### config.mk
export PLATFORM = sky130hd
export DESIGN_NAME = axi_rd_arbiter_flat
export DESIGN_NICKNAME = d
export VERILOG_FILES = /design/src/rtl/axi_rd_arbiter_if.sv /design/src/rtl/axi_rd_arbiter.sv /design/src/flat_wrapper.sv
export SDC_FILE = /design/constraint.sdc
export NUM_CORES = 1
export LEC_CHECK = 0
export ABC_AREA = 1
export CORE_AREA = 2 2 196 198
export CTS_CLUSTER_SIZE = 20
export DETAILED_ROUTE_END_ITERATION = 10
export DIE_AREA = 0 0 198 200
export DONT_BUFFER_PORTS = 1
export HOLD_SLACK_MARGIN = 0.12
export PLACE_DENSITY = 0.4
export SETUP_SLACK_MARGIN = 0.2
export SLEW_MARGIN = 0
export SYNTH_ARGS = -nofsm -noshare
export SYNTH_HDL_FRONTEND = slang
export SYNTH_SLANG_ARGS = --single-unit
### constraint.sdc
create_clock -name clk -period 2.4 [get_ports clk]
set_input_delay 0.48 -clock clk [delete_from_list [all_inputs] [get_ports clk]]
set_output_delay 0.48 -clock clk [all_outputs]
set_load 0.05 [all_outputs]
### src/rtl/axi_rd_arbiter_if.sv
// Bundles the per-requester AXI read slave ports and the shared read master port of the arbiter.
// Requester-side buses are flat vectors with requester i in slice [i*W +: W].
interface axi_rd_arbiter_if #(
    parameter int S_COUNT    = 4,
    parameter int DATA_WIDTH = 32,
    parameter int ADDR_WIDTH = 32,
    parameter int S_ID_WIDTH = 8,
    parameter int M_ID_WIDTH = S_ID_WIDTH + $clog2(S_COUNT)
);
    logic [S_COUNT*S_ID_WIDTH-1:0] s_axi_arid;
    logic [S_COUNT*ADDR_WIDTH-1:0] s_axi_araddr;
    logic [S_COUNT*8-1:0]          s_axi_arlen;
    logic [S_COUNT*3-1:0]          s_axi_arsize;
    logic [S_COUNT*2-1:0]          s_axi_arburst;
    logic [S_COUNT-1:0]            s_axi_arvalid;
    logic [S_COUNT-1:0]            s_axi_arready;
    logic [S_COUNT*S_ID_WIDTH-1:0] s_axi_rid;
    logic [S_COUNT*DATA_WIDTH-1:0] s_axi_rdata;
    logic [S_COUNT*2-1:0]          s_axi_rresp;
    logic [S_COUNT-1:0]            s_axi_rlast;
    logic [S_COUNT-1:0]            s_axi_rvalid;
    logic [S_COUNT-1:0]            s_axi_rready;

    logic [M_ID_WIDTH-1:0]         m_axi_arid;
    logic [ADDR_WIDTH-1:0]         m_axi_araddr;
    logic [7:0]                    m_axi_arlen;
    logic [2:0]                    m_axi_arsize;
    logic [1:0]                    m_axi_arburst;
    logic                          m_axi_arvalid;
    logic                          m_axi_arready;
    logic [M_ID_WIDTH-1:0]         m_axi_rid;
    logic [DATA_WIDTH-1:0]         m_axi_rdata;
    logic [1:0]                    m_axi_rresp;
    logic                          m_axi_rlast;
    logic                          m_axi_rvalid;
    logic                          m_axi_rready;

    // Arbiter view
    modport slave (
        input  s_axi_arid, s_axi_araddr, s_axi_arlen, s_axi_arsize, s_axi_arburst, s_axi_arvalid,
        output s_axi_arready,
        output s_axi_rid, s_axi_rdata, s_axi_rresp, s_axi_rlast, s_axi_rvalid,
        input  s_axi_rready,
        output m_axi_arid, m_axi_araddr, m_axi_arlen, m_axi_arsize, m_axi_arburst, m_axi_arvalid,
        input  m_axi_arready,
        input  m_axi_rid, m_axi_rdata, m_axi_rresp, m_axi_rlast, m_axi_rvalid,
        output m_axi_rready
    );

    // Environment view: requesters plus downstream memory
    modport master (
        output s_axi_arid, s_axi_araddr, s_axi_arlen, s_axi_arsize, s_axi_arburst, s_axi_arvalid,
        input  s_axi_arready,
        input  s_axi_rid, s_axi_rdata, s_axi_rresp, s_axi_rlast, s_axi_rvalid,
        output s_axi_rready,
        input  m_axi_arid, m_axi_araddr, m_axi_arlen, m_axi_arsize, m_axi_arburst, m_axi_arvalid,
        output m_axi_arready,
        output m_axi_rid, m_axi_rdata, m_axi_rresp, m_axi_rlast, m_axi_rvalid,
        input  m_axi_rready
    );
endinterface

### src/rtl/axi_rd_arbiter.sv
// Round-robin AXI read arbiter: one AR per two cycles, AR registered (1 cycle), R routed combinationally by ID prefix.
// AR grants stall while M_ISSUE bursts are outstanding; R backpressure follows the selected requester's rready.
module axi_rd_arbiter #(
    parameter int S_COUNT    = 4,
    parameter int DATA_WIDTH = 32,
    parameter int ADDR_WIDTH = 32,
    parameter int S_ID_WIDTH = 8,
    parameter int M_ID_WIDTH = S_ID_WIDTH + $clog2(S_COUNT),
    parameter int M_ISSUE    = 4
) (
    input  logic             clk,
    input  logic             rst,
    axi_rd_arbiter_if.slave  bus
);
    localparam int IDX_W = M_ID_WIDTH - S_ID_WIDTH;
    localparam int CNT_W = $clog2(M_ISSUE + 1);

    typedef enum logic [0:0] {IDLE, ISSUE} state_t;

    state_t                state_q, state_d;
    logic [IDX_W-1:0]      rr_ptr_q, rr_ptr_d;
    logic [IDX_W-1:0]      grant_q, grant_d;
    logic [CNT_W-1:0]      cnt_q, cnt_d;
    logic                  arvalid_q, arvalid_d;
    logic [M_ID_WIDTH-1:0] arid_q, arid_d;
    logic [ADDR_WIDTH-1:0] araddr_q, araddr_d;
    logic [7:0]            arlen_q, arlen_d;
    logic [2:0]            arsize_q, arsize_d;
    logic [1:0]            arburst_q, arburst_d;

    logic                  req_found;
    logic [IDX_W-1:0]      req_idx;
    logic                  grant_en;
    logic [IDX_W-1:0]      r_sel;
    logic                  r_sel_ok;
    logic                  m_rready;
    logic                  inc;
    logic                  dec;
    int                    idx;

    // First requester at or after rr_ptr, wrapping
    always_comb begin
        req_found = 1'b0;
        req_idx   = '0;
        idx       = 0;
        for (int i = 0; i < S_COUNT; i++) begin
            idx = int'(rr_ptr_q) + i;
            if (idx >= S_COUNT) idx = idx - S_COUNT;
            if (!req_found && bus.s_axi_arvalid[idx]) begin
                req_found = 1'b1;
                req_idx   = IDX_W'(idx);
            end
        end
    end

    // Reset gating keeps arready low while rst is asserted even though the FSM sits in IDLE
    assign grant_en = (state_q == IDLE) && req_found && (cnt_q < CNT_W'(M_ISSUE)) && !rst;

    always_comb begin
        for (int i = 0; i < S_COUNT; i++) begin
            bus.s_axi_arready[i] = grant_en && (req_idx == IDX_W'(i));
        end
    end

    assign r_sel    = bus.m_axi_rid[M_ID_WIDTH-1:S_ID_WIDTH];
    assign r_sel_ok = {1'b0, r_sel} < (IDX_W+1)'(S_COUNT);

    // Beats tagged for a nonexistent requester are accepted and dropped
    always_comb begin
        m_rready = r_sel_ok ? bus.s_axi_rready[r_sel] : 1'b1;
        for (int i = 0; i < S_COUNT; i++) begin
            bus.s_axi_rvalid[i] = r_sel_ok && bus.m_axi_rvalid && (r_sel == IDX_W'(i));
        end
    end

    assign bus.m_axi_rready = m_rready;
    assign bus.s_axi_rid    = {S_COUNT{bus.m_axi_rid[S_ID_WIDTH-1:0]}};
    assign bus.s_axi_rdata  = {S_COUNT{bus.m_axi_rdata}};
    assign bus.s_axi_rresp  = {S_COUNT{bus.m_axi_rresp}};
    assign bus.s_axi_rlast  = {S_COUNT{bus.m_axi_rlast}};

    assign inc = (state_q == ISSUE) && bus.m_axi_arready;
    assign dec = bus.m_axi_rvalid && m_rready && bus.m_axi_rlast && (cnt_q != '0);

    always_comb begin
        state_d   = state_q;
        rr_ptr_d  = rr_ptr_q;
        grant_d   = grant_q;
        arvalid_d = arvalid_q;
        arid_d    = arid_q;
        araddr_d  = araddr_q;
        arlen_d   = arlen_q;
        arsize_d  = arsize_q;
        arburst_d = arburst_q;
        cnt_d     = cnt_q;
        case (state_q)
            IDLE: begin
                if (grant_en) begin
                    state_d   = ISSUE;
                    arvalid_d = 1'b1;
                    grant_d   = req_idx;
                    arid_d    = {req_idx, bus.s_axi_arid[req_idx*S_ID_WIDTH +: S_ID_WIDTH]};
                    araddr_d  = bus.s_axi_araddr[req_idx*ADDR_WIDTH +: ADDR_WIDTH];
                    arlen_d   = bus.s_axi_arlen[req_idx*8 +: 8];
                    arsize_d  = bus.s_axi_arsize[req_idx*3 +: 3];
                    arburst_d = bus.s_axi_arburst[req_idx*2 +: 2];
                end
            end
            ISSUE: begin
                if (bus.m_axi_arready) begin
                    state_d   = IDLE;
                    arvalid_d = 1'b0;
                    rr_ptr_d  = (grant_q == IDX_W'(S_COUNT - 1)) ? '0 : grant_q + 1'b1;
                end
            end
            default: state_d = IDLE;
        endcase
        if (inc && !dec) begin
            cnt_d = cnt_q + 1'b1;
        end else if (dec && !inc) begin
            cnt_d = cnt_q - 1'b1;
        end
    end

    always_ff @(posedge clk or posedge rst) begin
        if (rst) begin
            state_q   <= IDLE;
            rr_ptr_q  <= '0;
            grant_q   <= '0;
            cnt_q     <= '0;
            arvalid_q <= 1'b0;
            arid_q    <= '0;
            araddr_q  <= '0;
            arlen_q   <= '0;
            arsize_q  <= '0;
            arburst_q <= '0;
        end else begin
            state_q   <= state_d;
            rr_ptr_q  <= rr_ptr_d;
            grant_q   <= grant_d;
            cnt_q     <= cnt_d;
            arvalid_q <= arvalid_d;
            arid_q    <= arid_d;
            araddr_q  <= araddr_d;
            arlen_q   <= arlen_d;
            arsize_q  <= arsize_d;
            arburst_q <= arburst_d;
        end
    end

    assign bus.m_axi_arvalid = arvalid_q;
    assign bus.m_axi_arid    = arid_q;
    assign bus.m_axi_araddr  = araddr_q;
    assign bus.m_axi_arlen   = arlen_q;
    assign bus.m_axi_arsize  = arsize_q;
    assign bus.m_axi_arburst = arburst_q;
endmodule

### src/flat_wrapper.sv
// flat-port wrapper written by rule: the top's interface ports become plain ports
module axi_rd_arbiter_flat 
#(
    parameter int S_COUNT    = 4,
    parameter int DATA_WIDTH = 32,
    parameter int ADDR_WIDTH = 32,
    parameter int S_ID_WIDTH = 8,
    parameter int M_ID_WIDTH = S_ID_WIDTH + $clog2(S_COUNT),
    parameter int M_ISSUE    = 4
)
  (clk, rst, bus_s_axi_arid, bus_s_axi_araddr, bus_s_axi_arlen, bus_s_axi_arsize, bus_s_axi_arburst, bus_s_axi_arvalid, bus_s_axi_arready, bus_s_axi_rid, bus_s_axi_rdata, bus_s_axi_rresp, bus_s_axi_rlast, bus_s_axi_rvalid, bus_s_axi_rready, bus_m_axi_arid, bus_m_axi_araddr, bus_m_axi_arlen, bus_m_axi_arsize, bus_m_axi_arburst, bus_m_axi_arvalid, bus_m_axi_arready, bus_m_axi_rid, bus_m_axi_rdata, bus_m_axi_rresp, bus_m_axi_rlast, bus_m_axi_rvalid, bus_m_axi_rready);
  axi_rd_arbiter_if #(.S_COUNT(S_COUNT), .DATA_WIDTH(DATA_WIDTH), .ADDR_WIDTH(ADDR_WIDTH), .S_ID_WIDTH(S_ID_WIDTH), .M_ID_WIDTH(M_ID_WIDTH)) bus_i ();
  input  logic clk;
  input  logic rst;
  input wire logic [$bits(bus_i.s_axi_arid)-1:0] bus_s_axi_arid;
  input wire logic [$bits(bus_i.s_axi_araddr)-1:0] bus_s_axi_araddr;
  input wire logic [$bits(bus_i.s_axi_arlen)-1:0] bus_s_axi_arlen;
  input wire logic [$bits(bus_i.s_axi_arsize)-1:0] bus_s_axi_arsize;
  input wire logic [$bits(bus_i.s_axi_arburst)-1:0] bus_s_axi_arburst;
  input wire logic [$bits(bus_i.s_axi_arvalid)-1:0] bus_s_axi_arvalid;
  output wire logic [$bits(bus_i.s_axi_arready)-1:0] bus_s_axi_arready;
  output wire logic [$bits(bus_i.s_axi_rid)-1:0] bus_s_axi_rid;
  output wire logic [$bits(bus_i.s_axi_rdata)-1:0] bus_s_axi_rdata;
  output wire logic [$bits(bus_i.s_axi_rresp)-1:0] bus_s_axi_rresp;
  output wire logic [$bits(bus_i.s_axi_rlast)-1:0] bus_s_axi_rlast;
  output wire logic [$bits(bus_i.s_axi_rvalid)-1:0] bus_s_axi_rvalid;
  input wire logic [$bits(bus_i.s_axi_rready)-1:0] bus_s_axi_rready;
  output wire logic [$bits(bus_i.m_axi_arid)-1:0] bus_m_axi_arid;
  output wire logic [$bits(bus_i.m_axi_araddr)-1:0] bus_m_axi_araddr;
  output wire logic [$bits(bus_i.m_axi_arlen)-1:0] bus_m_axi_arlen;
  output wire logic [$bits(bus_i.m_axi_arsize)-1:0] bus_m_axi_arsize;
  output wire logic [$bits(bus_i.m_axi_arburst)-1:0] bus_m_axi_arburst;
  output wire logic [$bits(bus_i.m_axi_arvalid)-1:0] bus_m_axi_arvalid;
  input wire logic [$bits(bus_i.m_axi_arready)-1:0] bus_m_axi_arready;
  input wire logic [$bits(bus_i.m_axi_rid)-1:0] bus_m_axi_rid;
  input wire logic [$bits(bus_i.m_axi_rdata)-1:0] bus_m_axi_rdata;
  input wire logic [$bits(bus_i.m_axi_rresp)-1:0] bus_m_axi_rresp;
  input wire logic [$bits(bus_i.m_axi_rlast)-1:0] bus_m_axi_rlast;
  input wire logic [$bits(bus_i.m_axi_rvalid)-1:0] bus_m_axi_rvalid;
  output wire logic [$bits(bus_i.m_axi_rready)-1:0] bus_m_axi_rready;
  assign bus_i.s_axi_arid = bus_s_axi_arid;
  assign bus_i.s_axi_araddr = bus_s_axi_araddr;
  assign bus_i.s_axi_arlen = bus_s_axi_arlen;
  assign bus_i.s_axi_arsize = bus_s_axi_arsize;
  assign bus_i.s_axi_arburst = bus_s_axi_arburst;
  assign bus_i.s_axi_arvalid = bus_s_axi_arvalid;
  assign bus_s_axi_arready = bus_i.s_axi_arready;
  assign bus_s_axi_rid = bus_i.s_axi_rid;
  assign bus_s_axi_rdata = bus_i.s_axi_rdata;
  assign bus_s_axi_rresp = bus_i.s_axi_rresp;
  assign bus_s_axi_rlast = bus_i.s_axi_rlast;
  assign bus_s_axi_rvalid = bus_i.s_axi_rvalid;
  assign bus_i.s_axi_rready = bus_s_axi_rready;
  assign bus_m_axi_arid = bus_i.m_axi_arid;
  assign bus_m_axi_araddr = bus_i.m_axi_araddr;
  assign bus_m_axi_arlen = bus_i.m_axi_arlen;
  assign bus_m_axi_arsize = bus_i.m_axi_arsize;
  assign bus_m_axi_arburst = bus_i.m_axi_arburst;
  assign bus_m_axi_arvalid = bus_i.m_axi_arvalid;
  assign bus_i.m_axi_arready = bus_m_axi_arready;
  assign bus_i.m_axi_rid = bus_m_axi_rid;
  assign bus_i.m_axi_rdata = bus_m_axi_rdata;
  assign bus_i.m_axi_rresp = bus_m_axi_rresp;
  assign bus_i.m_axi_rlast = bus_m_axi_rlast;
  assign bus_i.m_axi_rvalid = bus_m_axi_rvalid;
  assign bus_m_axi_rready = bus_i.m_axi_rready;
  axi_rd_arbiter #(.S_COUNT(S_COUNT), .DATA_WIDTH(DATA_WIDTH), .ADDR_WIDTH(ADDR_WIDTH), .S_ID_WIDTH(S_ID_WIDTH), .M_ID_WIDTH(M_ID_WIDTH), .M_ISSUE(M_ISSUE)) u_core (.clk(clk), .rst(rst), .bus(bus_i));
endmodule
==> results.yml <==
worst_setup_path:
  path_max_fanout: 7
  critPathBufInv: 3
  critPathLaunch: "u_core.rr_ptr_q[0]"
  crit_cells: 11
  end_kind: "output pin"
  reg2reg_depth: 20
  crit_type: "register to output pin"
  start_kind: "register"
  slowest_delay_ns: 0.45
  crit_top_cell: "nand2_4"
  cp_slowest_cell: "dfrtp_2"
  worstReg2RegStart: "u_core.rr_ptr_q[0]"
  arrival_ns: 2.14
  critPathTopFamily: "simple AND/OR/NAND/NOR gates"
  cp_cell_sequence: "buf_6, nand2_4, nand2_4, nand2_4, nand2_2, nor2_4, nand4_1, nand2_4, inv_6, nor3_4, buf_6"
  worst_ep_required_time_ns: 1.92
timing:
  timing.hold.ws_ns: 0.08704
  finalSetupTns_ns: -0.7999
  timing.final.max_slew_violations: 0
  slew_headroom: 0.4992
  finalHoldViolCount: 0
  grt_setup_unrepaired: "true"
  layout_setup_ws_ns: -0.2172
  setup_viol: 4
  finalCritPeriodShare: 1.090
  fin_crit_ns: 2.617
  max_freq_ghz: 0.3821
  skew_ns: 0.005901
  worst_pin_slew_ns: 0.7512
placement:
  hpwl_mm: 16.96
  dpl_worst_slack_ns: 0.05377
  dpl.cell_count: 1347
  place.gp.congestion: 0.7924
  numPortBuffers: 0
floorplanning:
  die-area_um2: 39600
  die_height_um: 200
  ios: 506
  rows: 71
  die_width_um: 198
  initial_core_util: 0.1701
  core_area_um2: 37400
synth:
  synth_compound_area_frac: 0.007279
  yosys.area_share.adder: 0.007082
  ys_seq_elements: 62
  syn_area_um2: 6360
  synth_edf_count: 0
  ys_async_sr_fraction: 1.000
  syn_inst: 1045
  synth_area_leaders: "nand2_1, dfrtp_1, buf_4"
  synth_top_area_cell: "nand2_1"
  synthMuxAreaShare: 0.001771
  synth-xor-area-share: 0.002754
  yosysTopAreaCellShare: 0.3400
  ys_seq_area_frac: 0.2440
  ys_warn_count: 0
  avgSynthCellArea_um2: 6.086
  mappedNetlistNets: 1317
  synth-simple-area-share: 0.4722
  synth_cell_types: 27
  synth_top_family_by_area: "simple AND/OR/NAND/NOR gates"
  synth_flop_cell: "dfrtp_1"
detailed_routing:
  top_layer_used: "met4"
  drtPass1Iterations: 4
  ant_nets: 0
  detailroute.wirelength.met3_mm: 1.989
  wl_met2_mm: 12.95
  routed_wl_mm: 26.82
  drt_iter0_markers: 246
  avgViaCountPerCell: 4.266
  wl_met1_mm: 10.85
  post-route-drc-count: 0
  vias: 5977
  wl_per_cell_um: 19.14
cts:
  clk_pin_slew_ns: 0.06
  htreeDepth: 3
  clk_latency_ns: 0.35
  cts.sink_count: 62
  cts_buffers: 9
  clk_path_buf_depth: 2
  cts_tree: "done"
  hold_buffers: 0
  root_buffer: "clkbuf_16"
final_layout:
  fillers: 4302
  final_cell_mix: "nand2_1, nand4_1, dfrtp_1, nand2_2, buf_4"
  final_cells: 1401
  areaGrowthSynthToFinish_pct: 12.75
  nets: 1156
  final_common_cell: "nand2_1"
  drive_gt1_frac: 0.2070
grt:
  antenna_found_initial: 1
  grt_pass1_vias: 5579
  grt_first_pass_wirelength_mm: 35.02
  grtUsageTotal: 0.1237
  grt_max_degree: 67
  grt_overflow_total: 0
status:
  run_status: "complete, but fails checks"
  violations: "setup timing"
flow_run:
  maxCapViolCount: 0
hold_path:
  hold_path.class: "primary input to async pin"
-- through the flow --
step / area [µm²] / utilization
detailed placement: 5923 / 0.1584
global placement: 5923 / 0.1584
finish: 7171 / 0.1917
global route: 7171 / 0.1917
floorplan: 6492 / -
CTS: 6683 / 0.1787
-- path summary, 6_finish.rpt --
kind	endpoint	slack (ns)
max	bus_s_axi_arready[1]	-0.22
min	u_core.cnt_q[1]	0.09
max reg2reg	u_core.bus.m_axi_araddr[14]	0.05
min reg2reg	u_core.cnt_q[0]	0.55
max in group asynchronous	u_core.bus.m_axi_arlen[0]	1.69
min in group clk	u_core.state_q	0.24
-- repair_timing --
item / CTS / global route
setup buffers: 11 / 9
gates cloned: 10 / 7
pin swaps: 16 / 35
resized for setup: 42 / 77
hold endpoints to repair: 0 / 0
endpoints found under the setup margin: 31 / 58
-- sequential cells by signal, indices dropped and copies added (netlist names) --
name / count
u_core.bus.m_axi_araddr: 32
u_core.bus.m_axi_arburst: 2
u_core.bus.m_axi_arid: 10
u_core.bus.m_axi_arlen: 8
u_core.bus.m_axi_arsize: 3
u_core.bus.m_axi_arvalid: 1
u_core.cnt_q: 3
u_core.rr_ptr_q: 2
u_core.state_q: 1
-- logic make-up after synthesis --
family                   after synthesis
adder cells (fa/ha/maj)                3
AO/OA/AOI/OAI                          8
AND/OR/NAND/NOR                      711
XOR/XNOR                               2
multiplexers                           1
buffers and inverters                258
flip-flops                            62
-- Yosys cell counts, drive strengths merged (2+ instances only) --
library cell / n
clkbuf: 22
buf: 217
ha: 2
inv: 19
nand2: 577
a21oi: 2
nand4: 108
nor2: 3
dfrtp: 62
o21ai: 5
nand3: 14
nor3: 8
-- area by class of cell --
class	count	area, µm²	share of cell area
Timing Repair inverter	1	7.507	0.001047
Inverter	19	100.1	0.01396
Timing Repair Buffer	66	1102	0.1537
Multi-Input combinational cell	725	3482	0.4856
Sequential cell	62	1554	0.2167
Tap cell	511	639.4	0.08916
Clock inverter	5	50.05	0.006980
Antenna cell	1	2.502	0.0003490
Clock buffer	11	232.7	0.03246
-- layer usage --
| layer | track usage | vias up |
|---|---|---|
| met5 | 0 | - |
| met4 | 0.07018 | 0 |
| met3 | 0.03293 | 62 |
| met2 | 0.2121 | 306 |
| met1 | 0.1396 | 2763 |
| li1 | - | 2846 |
Power is not shown: default switching activity piles up to over one toggle a cycle in this logic, so the estimate is an artifact.
